--- src/rtl/axi_mm_pkg.sv ---
// Shared widths, link-word width functions and field offsets for the AXI4 MM master packer.
package axi_mm_pkg;

    localparam int LEN_W   = 8;
    localparam int SIZE_W  = 3;
    localparam int BURST_W = 2;
    localparam int RESP_W  = 2;

    typedef int unsigned fld_off_t;

    // AR/AW field offsets measured from the first bit above the id field
    localparam fld_off_t AX_SIZE_OFF  = 0;
    localparam fld_off_t AX_LEN_OFF   = SIZE_W;
    localparam fld_off_t AX_BURST_OFF = SIZE_W + LEN_W;
    localparam fld_off_t AX_ADDR_OFF  = SIZE_W + LEN_W + BURST_W;

    typedef enum logic [1:0] {
        SKID_EMPTY,
        SKID_ONE,
        SKID_FULL
    } skid_state_e;

    function automatic int ar_w(input int id_w, input int addr_w);
        return id_w + int'(AX_ADDR_OFF) + addr_w;
    endfunction

    function automatic int w_w(input int id_w, input int data_w);
        return id_w + data_w + data_w / 8 + 1;
    endfunction

    function automatic int r_w(input int id_w, input int data_w);
        return id_w + data_w + 1 + RESP_W;
    endfunction

    function automatic int b_w(input int id_w);
        return id_w + RESP_W;
    endfunction

endpackage

--- src/rtl/axi_mm_skid.sv ---
// Two-entry registered skid buffer: in-order, valid/ready on both sides, all outputs from flops.
module axi_mm_skid
    import axi_mm_pkg::*;
#(
    parameter int WIDTH = 8
) (
    input  logic             clk,
    input  logic             srst,
    input  logic             in_valid,
    output logic             in_ready,
    input  logic [WIDTH-1:0] in_data,
    output logic             out_valid,
    input  logic             out_ready,
    output logic [WIDTH-1:0] out_data
);

    skid_state_e      state_reg, state_next;
    logic [WIDTH-1:0] head_reg, head_next;
    logic [WIDTH-1:0] spare_reg, spare_next;
    logic             ready_reg, valid_reg;
    logic             push, pop;

    assign push      = in_valid & ready_reg;
    assign pop       = valid_reg & out_ready;
    assign in_ready  = ready_reg;
    assign out_valid = valid_reg;
    assign out_data  = head_reg;

    always_comb begin
        state_next = state_reg;
        head_next  = head_reg;
        spare_next = spare_reg;
        unique case (state_reg)
            SKID_EMPTY: begin
                if (push) begin
                    state_next = SKID_ONE;
                    head_next  = in_data;
                end
            end
            SKID_ONE: begin
                if (push && pop) begin
                    head_next = in_data;
                end else if (push) begin
                    state_next = SKID_FULL;
                    spare_next = in_data;
                end else if (pop) begin
                    state_next = SKID_EMPTY;
                end
            end
            SKID_FULL: begin
                if (pop) begin
                    state_next = SKID_ONE;
                    head_next  = spare_reg;
                end
            end
            default: state_next = SKID_EMPTY;
        endcase
    end

    // ready/valid are registered copies of the next-state decode so no comb path crosses the buffer
    always_ff @(posedge clk) begin
        if (srst) begin
            state_reg <= SKID_EMPTY;
            ready_reg <= 1'b0;
            valid_reg <= 1'b0;
        end else begin
            state_reg <= state_next;
            ready_reg <= (state_next != SKID_FULL);
            valid_reg <= (state_next != SKID_EMPTY);
        end
        head_reg  <= head_next;
        spare_reg <= spare_next;
    end

endmodule

--- src/rtl/axi_mm_master_pack.sv ---
// AXI4 MM master-side packer: AR/AW/W packed into link words, R/B unpacked, one skid per channel.
// Define AXI_MM_MASTER_OST_LIMIT_EN to build the outstanding-burst limiter and its counters.
module axi_mm_master_pack
    import axi_mm_pkg::*;
#(
    parameter int  ID_W    = 2,
    parameter int  ADDR_W  = 32,
    parameter int  DATA_W  = 32,
    parameter int  MAX_OST = 8,
    localparam int STRB_W  = DATA_W / 8,
    localparam int AR_W    = ar_w(ID_W, ADDR_W),
    localparam int W_W     = w_w(ID_W, DATA_W),
    localparam int R_W     = r_w(ID_W, DATA_W),
    localparam int B_W     = b_w(ID_W),
    localparam int CNT_W   = $clog2(MAX_OST + 1)
) (
    input  logic                clk_wr,
    input  logic                rst_wr,
    input  logic [ID_W-1:0]     user_arid,
    input  logic [SIZE_W-1:0]   user_arsize,
    input  logic [LEN_W-1:0]    user_arlen,
    input  logic [BURST_W-1:0]  user_arburst,
    input  logic [ADDR_W-1:0]   user_araddr,
    input  logic                user_arvalid,
    output logic                user_arready,
    input  logic [ID_W-1:0]     user_awid,
    input  logic [SIZE_W-1:0]   user_awsize,
    input  logic [LEN_W-1:0]    user_awlen,
    input  logic [BURST_W-1:0]  user_awburst,
    input  logic [ADDR_W-1:0]   user_awaddr,
    input  logic                user_awvalid,
    output logic                user_awready,
    input  logic [ID_W-1:0]     user_wid,
    input  logic [DATA_W-1:0]   user_wdata,
    input  logic [STRB_W-1:0]   user_wstrb,
    input  logic                user_wlast,
    input  logic                user_wvalid,
    output logic                user_wready,
    output logic [ID_W-1:0]     user_rid,
    output logic [DATA_W-1:0]   user_rdata,
    output logic                user_rlast,
    output logic [RESP_W-1:0]   user_rresp,
    output logic                user_rvalid,
    input  logic                user_rready,
    output logic [ID_W-1:0]     user_bid,
    output logic [RESP_W-1:0]   user_bresp,
    output logic                user_bvalid,
    input  logic                user_bready,
    output logic                user_ar_vld,
    output logic [AR_W-1:0]     txfifo_ar_data,
    input  logic                user_ar_ready,
    output logic                user_aw_vld,
    output logic [AR_W-1:0]     txfifo_aw_data,
    input  logic                user_aw_ready,
    output logic                user_w_vld,
    output logic [W_W-1:0]      txfifo_w_data,
    input  logic                user_w_ready,
    input  logic                user_r_vld,
    input  logic [R_W-1:0]      rxfifo_r_data,
    output logic                user_r_ready,
    input  logic                user_b_vld,
    input  logic [B_W-1:0]      rxfifo_b_data,
    output logic                user_b_ready,
    output logic [CNT_W-1:0]    rd_ost_cnt,
    output logic [CNT_W-1:0]    wr_ost_cnt,
    output logic                ost_err
);

    // Address channels are handled as a pair: index 0 = read (AR), index 1 = write (AW)
    logic [1:0]                 ax_valid, ax_ready, ax_skid_ready;
    logic [1:0]                 ax_link_vld, ax_link_ready, ax_err;
    logic [1:0][ID_W-1:0]       ax_id;
    logic [1:0][SIZE_W-1:0]     ax_size;
    logic [1:0][LEN_W-1:0]      ax_len;
    logic [1:0][BURST_W-1:0]    ax_burst;
    logic [1:0][ADDR_W-1:0]     ax_addr;
    logic [1:0][AR_W-1:0]       ax_link_data;
    logic [1:0][CNT_W-1:0]      ax_cnt;

    assign ax_valid      = {user_awvalid, user_arvalid};
    assign ax_id         = {user_awid, user_arid};
    assign ax_size       = {user_awsize, user_arsize};
    assign ax_len        = {user_awlen, user_arlen};
    assign ax_burst      = {user_awburst, user_arburst};
    assign ax_addr       = {user_awaddr, user_araddr};
    assign ax_link_ready = {user_aw_ready, user_ar_ready};

    assign {user_awready, user_arready}     = ax_ready;
    assign {user_aw_vld, user_ar_vld}       = ax_link_vld;
    assign {txfifo_aw_data, txfifo_ar_data} = ax_link_data;
    assign rd_ost_cnt = ax_cnt[0];
    assign wr_ost_cnt = ax_cnt[1];
    assign ost_err    = |ax_err;

    for (genvar gi = 0; gi < 2; gi++) begin : g_ax
        logic [AR_W-1:0] word;

        assign word[ID_W-1:0]                           = ax_id[gi];
        assign word[ID_W + AX_SIZE_OFF  +: SIZE_W]      = ax_size[gi];
        assign word[ID_W + AX_LEN_OFF   +: LEN_W]       = ax_len[gi];
        assign word[ID_W + AX_BURST_OFF +: BURST_W]     = ax_burst[gi];
        assign word[ID_W + AX_ADDR_OFF  +: ADDR_W]      = ax_addr[gi];

        axi_mm_skid #(.WIDTH(AR_W)) u_skid (
            .clk       (clk_wr),
            .srst      (rst_wr),
            .in_valid  (ax_valid[gi]),
            .in_ready  (ax_skid_ready[gi]),
            .in_data   (word),
            .out_valid (ax_link_vld[gi]),
            .out_ready (ax_link_ready[gi]),
            .out_data  (ax_link_data[gi])
        );

`ifdef AXI_MM_MASTER_OST_LIMIT_EN
        logic             inc, dec;
        logic [CNT_W-1:0] cnt_reg;
        logic             err_reg;

        // a read burst retires on its last R beat, a write burst on its B response
        assign dec = (gi == 0) ? (user_rvalid & user_rready & user_rlast)
                               : (user_bvalid & user_bready);
        assign inc = ax_valid[gi] & ax_ready[gi];
        assign ax_ready[gi] = ax_skid_ready[gi] & (cnt_reg < CNT_W'(MAX_OST));

        always_ff @(posedge clk_wr) begin
            if (rst_wr) begin
                cnt_reg <= '0;
                err_reg <= 1'b0;
            end else if (inc && !dec) begin
                cnt_reg <= cnt_reg + CNT_W'(1);
            end else if (dec && !inc) begin
                if (cnt_reg == '0)
                    err_reg <= 1'b1;
                else
                    cnt_reg <= cnt_reg - CNT_W'(1);
            end
        end

        assign ax_cnt[gi] = cnt_reg;
        assign ax_err[gi] = err_reg;
`else
        assign ax_ready[gi] = ax_skid_ready[gi];
        assign ax_cnt[gi]   = '0;
        assign ax_err[gi]   = 1'b0;
`endif
    end

    axi_mm_skid #(.WIDTH(W_W)) u_w_skid (
        .clk       (clk_wr),
        .srst      (rst_wr),
        .in_valid  (user_wvalid),
        .in_ready  (user_wready),
        .in_data   ({user_wlast, user_wstrb, user_wdata, user_wid}),
        .out_valid (user_w_vld),
        .out_ready (user_w_ready),
        .out_data  (txfifo_w_data)
    );

    logic [R_W-1:0] r_word;
    logic [B_W-1:0] b_word;

    axi_mm_skid #(.WIDTH(R_W)) u_r_skid (
        .clk       (clk_wr),
        .srst      (rst_wr),
        .in_valid  (user_r_vld),
        .in_ready  (user_r_ready),
        .in_data   (rxfifo_r_data),
        .out_valid (user_rvalid),
        .out_ready (user_rready),
        .out_data  (r_word)
    );

    assign user_rid   = r_word[ID_W-1:0];
    assign user_rdata = r_word[ID_W +: DATA_W];
    assign user_rlast = r_word[ID_W + DATA_W];
    assign user_rresp = r_word[ID_W + DATA_W + 1 +: RESP_W];

    axi_mm_skid #(.WIDTH(B_W)) u_b_skid (
        .clk       (clk_wr),
        .srst      (rst_wr),
        .in_valid  (user_b_vld),
        .in_ready  (user_b_ready),
        .in_data   (rxfifo_b_data),
        .out_valid (user_bvalid),
        .out_ready (user_bready),
        .out_data  (b_word)
    );

    assign user_bid   = b_word[ID_W-1:0];
    assign user_bresp = b_word[ID_W +: RESP_W];

endmodule

--- config.mk ---
export PLATFORM = sky130hd
export DESIGN_NAME = axi_mm_master_pack
export DESIGN_NICKNAME = d
export VERILOG_FILES = /design/src/rtl/axi_mm_pkg.sv /design/src/rtl/axi_mm_skid.sv /design/src/rtl/axi_mm_master_pack.sv
export SDC_FILE = /design/constraint.sdc
export NUM_CORES = 1
export LEC_CHECK = 0
export ABC_AREA = 1
export CAP_MARGIN = 10
export CORE_MARGIN = 2
export CORE_UTILIZATION = 52
export DETAILED_ROUTE_END_ITERATION = 8
export HOLD_SLACK_MARGIN = 0.12
export PLACE_DENSITY = 0.94
export SLEW_MARGIN = 20
export SYNTH_ARGS = -nofsm -noshare
export SYNTH_HDL_FRONTEND = slang
export SYNTH_SLANG_ARGS = --single-unit
--- constraint.sdc ---
create_clock -name clk_wr -period 6.9 [get_ports clk_wr]
set_input_delay 0.69 -clock clk_wr [delete_from_list [all_inputs] [get_ports clk_wr]]
set_output_delay 0.69 -clock clk_wr [all_outputs]
set_load 0.01 [all_outputs]
Word level (Yosys, flattened, before mapping)

Cells that the tools add are included.

Equal/unequal tests: 30
Multiplexer cells: 50
Bitwise logic cells: 15
Reduce and logical (&&, ||, !) cells: 30

Operators by type and width:

| kind                 | number |
|---|---|
| $mux W47             | 6 |
| $pmux W47 S3         | 2 |
| $mux W39             | 3 |
| $pmux W39 S3         | 1 |
| $mux W37             | 3 |
| $pmux W37 S3         | 1 |
| $mux W2              | 25 |
| $ne A2 B1 Y1 const B | 15 |
| $pmux W2 S3          | 5 |
| $reduce_and A4 Y1    | 5 |
| $reduce_and A3 Y1    | 5 |
| $reduce_bool A3 Y1   | 5 |
| $mux W4              | 3 |
| $pmux W4 S3          | 1 |
| $and A1 B1 Y1        | 10 |
| $eq A2 B1 Y1 const B | 5 |
| $eq A2 B2 Y1 const B | 5 |
| $logic_not A2 Y1     | 5 |
| $ne A2 B2 Y1 const B | 5 |
| $reduce_bool A2 Y1   | 5 |
| $logic_and A1 B1 Y1  | 5 |
| $not A1 Y1           | 5 |

Register bits: 368
Output and inout bits: 193
Word-level logic and storage cells: 150

Logic depth before layout (Yosys ltp)

Word-level depth: 6
Gate-level depth with buffers: 7

Modules after synthesis

Synthesis repeated with hierarchy kept, for this count alone.

Cells, all modules: 1,066
Area total of the unflattened synthesis: 13,860.8 µm²

By module, submodules not included:

| module                            | times used | cells each | area an instance (µm²) | sequential area each (µm²) |
|---|---|---|---|---|
| axi_mm_skid at g_ax[0].u_skid ... | 2          | 277        | 3,629.7                | 2,902.8 |
| axi_mm_skid at u_w_skid           | 1          | 235        | 3,024.2                | 2,422.3 |
| axi_mm_skid at u_r_skid           | 1          | 219        | 3,012.9                | 2,302.2 |
| axi_mm_skid at u_b_skid           | 1          | 48         | 493.0                  | 320.3 |
| axi_mm_master_pack                | 1          | 10         | 71.3                   | 0.0 |

Worst setup path before layout

Ideal clock, no wire load.

Path kind: input to register
From: input port user_ar_ready
To: register g_ax[0].u_skid.head_reg[0], enable pin
Library setup time: 0.468 ns
Arrival: 3.258 ns
Path slack: 3.173 ns
Cell stages on the path: 4
Cells stage by stage: nand2_1 nand2_1 nand2_1 o22ai_1

Longest elaborated chain between the ends: 4
Elaborated cells between the ends (all ways): 5

Ends and longest elaborated chain:

| element                         | RTL line                 | text |
|---|---|---|
| from (decl)                     | axi_mm_master_pack.sv:51 | `input logic user_ar_ready,` |
| $and A1 B1 Y1 (*)               | axi_mm_skid.sv:24        | `assign pop = valid_reg & out_ready;` |
| $logic_and A1 B1 Y1             | axi_mm_skid.sv:41        | `if (push && pop) begin` |
| $ne A2 B1 Y1 (no line)          | n/a                      |  |
| $reduce_and A4 Y1 (no line) (*) | n/a                      |  |
| to (signal assigned)            | axi_mm_skid.sv:71        | `head_reg <= head_next;` |
| to (decl)                       | axi_mm_skid.sv:18        | `logic [WIDTH-1:0] head_reg, head_next;` |

Every way passes the cells marked *; elsewhere a longest branch is shown, timed or not.
A chain may end at the register's enable or synchronous reset.

Worst setup path after layout

From: register g_ax[0].u_skid.state_reg[1]
To: register g_ax[0].u_skid.head_reg[25], enable pin

Longest elaborated chain between the ends: 3
Elaborated cells between the ends (all ways): 8

Ends and longest elaborated chain:

| element                                                      | RTL line          | text |
|---|---|---|
| from (decl)                                                  | axi_mm_skid.sv:17 | `skid_state_e state_reg, state_next;` |
| from (signal assigned)                                       | axi_mm_skid.sv:67 | `state_reg <= state_next;` |
| $eq A2 B2 Y1 (tied with other cells)                         | axi_mm_skid.sv:33 | `unique case (state_reg)` |
| $ne A2 B1 Y1 (no line) or $reduce_bool A3 Y1 (tied branches) | n/a               |  |
| $reduce_and A4 Y1 (no line) (*)                              | n/a               |  |

Marked as above.

==> results.cfg <==
[run_status]
status = complete, no violations

[global_route]
antenna_found_initial = 0
grt-ovfl-total = 0
grt_pass1_vias = 9608
grt_pass1_wl_um = 52400
grtUsageTotal = 0.245
grt_max_degree = 50

[detailed_routing]
detail_route.first_pass.iterations = 6
ant_nets = 0
drc = 0
routedWlPerCell_um = 19.2
via_count = 9459
routed_via_density = 5.23
routed_wl_um = 34800
drt_iter0_drc = 1163

[hold_path]
hp-class = reg -> reg

[final_layout]
final_util = 0.723
layout_commonest_cell = nand2_1
register_area_um2 = 10900
synthToLayoutAreaGrowth_pct = 36.7
antennaDiodeCount = 0
nNetsFinal = 1634
multi_input_area_um2 = 2470
drive_gt1_frac = 0.0510
layout_common_cells = 576 x nand2_1, 369 x clkdlybuf4s50_1, 348 x edfxtp_1
nFillCells = 1521
fin_cells = 1807

[sta]
fmax_ghz = 0.295
skew_ps = 11.0
setup_tns_ps = 0
rsz0062_at_grt = false
finalSetupViolations = 0
relSlewSlack = 0.270
finalWorstPathRequiredPeriod_ps = 3390
hold_viol = 0
slew_viol_final = 0
worst_pin_slew_ps = 1090
fin_crit_sh = 0.491
whs_ps = 512

[floorplanning]
rows = 59
pin_count = 379
die_area_um2 = 27700
dieHeight_um = 167
core_area_um2 = 26000
start_util = 0.529
die_w_um = 167

[placement]
dp_hpwl_um = 24100
dpl.cell_count = 1743
portBuffers = 369
gp_congestion = 0.902

[yosys]
synthDistinctLibCells = 17
ys_ff_latch = 368
avgSynthCellArea_um2 = 12.9
synth_area_um2 = 13700
ys_seq_area_frac = 0.790
synth_cells = 1069
synth_warnings = 0

[pwr]
cellPowerDensity_nw_per_um2 = 263
power_mw = 4.95
power_leakage_nw = 7.38
vdd_drop_max_v = 0.000213

[setup_path]
cp-start-kind = flop
arrival_ps = 3560
crit_required_ps = 7060
cp-end-kind = flop
path_max_fanout = 49
worstSetupPathType = reg -> reg

[clock_network]
root_buffer = clkbuf_16
numClockSinks = 368
hold_buffers = 0
ctsResizeCount = 0
cts_buffers = 37
htreeDepth = 2
clk_latency_ps = 520
cts_tree = done
clockBufferDepth = 3
cts_setup_buffers = 0
cts.clk_slew.worst_paths_ps = 60

[job]
maxCapViolCount = 0
-- cell type report --
| cell class | instances | area share |
|---|---|---|
| well taps | 335 | 0.0223 |
| multi-input cells | 624 | 0.132 |
| clock buffers | 54 | 0.0565 |
| clock inverters | 9 | 0.00313 |
| inverters | 40 | 0.00799 |
| flip-flops and latches | 368 | 0.578 |
| repair buffers | 377 | 0.201 |
-- worst paths after layout --
path,from,to,slack (ps),cells after the start
max,g_ax[0].u_skid.state_reg[1],g_ax[0].u_skid.out_data[25],3510,5
min,g_ax[1].u_skid.spare_reg[46],g_ax[1].u_skid.out_data[46],510,2
max reg2reg,g_ax[0].u_skid.state_reg[1],g_ax[0].u_skid.out_data[25],3510,5
min reg2reg,g_ax[1].u_skid.spare_reg[46],g_ax[1].u_skid.out_data[46],510,2
-- cells in the mapped netlist --
| master | instances | area share |
|---|---|---|
| nor2_4 | 4 | 0.0033 |
| nand2_1 | 576 | 0.16 |
| conb_1 | 1 | 0.00027 |
| o21ai_0 | 5 | 0.0018 |
| buf_4 | 19 | 0.010 |
| nand3_1 | 15 | 0.0055 |
| inv_2 | 8 | 0.0022 |
| buf_6 | 13 | 0.011 |
| edfxtp_1 | 348 | 0.76 |
| or2_2 | 4 | 0.0018 |
| dfxtp_1 | 20 | 0.029 |
| clkinv_1 | 1 | 0.00027 |
| buf_2 | 12 | 0.0044 |
| inv_1 | 31 | 0.0085 |
| o22ai_1 | 4 | 0.0018 |
| nor2_1 | 7 | 0.0019 |
| clkbuf_1 | 1 | 0.00027 |
-- where the power goes --
part / total (mW) / leakage [nW] / internal [mW] / switching (mW)
Sequential: 2.60 / 3.36 / 2.57 / 0.0371
Combinational: 0.484 / 3.48 / 0.240 / 0.244
Clock: 1.86 / 0.546 / 1.07 / 0.790
Total: 4.95 / 7.38 / 3.87 / 1.07
-- worst max-delay path, cell delays in order, from the launching register on --
cell and delay [ps]:
dfxtp_1 330, inv_2 70, nor2_4 820, inv_2 650, o22ai_4 650, buf_4 480
-- cell families (layout without fill, tap and decap cells) --
group                  Yosys count  in the layout  synth area share
AOI/OAI and AO/OA                9              9           0.00364
buffers and inverters           85            480            0.0366
and+or+nand+nor                606            606             0.170
other                            1              9          0.000273
DFF                            368            368             0.790
-- routing by layer --
layer / vias up / wire length, um / GRT usage / part of all wire
met5: - / 0 / 0 / 0
met4: 0 / 1640 / 0.108 / 0.047
met3: 109 / 2940 / 0.0525 / 0.085
met2: 604 / 18000 / 0.450 / 0.52
met1: 4452 / 12200 / 0.275 / 0.35
li1: 4294 / - / - / -
-- through the flow --
| step | setup WS, ps | cell area [um^2] |
|---|---|---|
| floorplan | 3170 | 13800 |
| global placement | 3650 | 17600 |
| detailed placement | 3510 | 17600 |
| CTS | 3490 | 18800 |
| global route | 3250 | 18800 |
| finish | 3510 | 18800 |
Power figures use the tool's default switching activity.
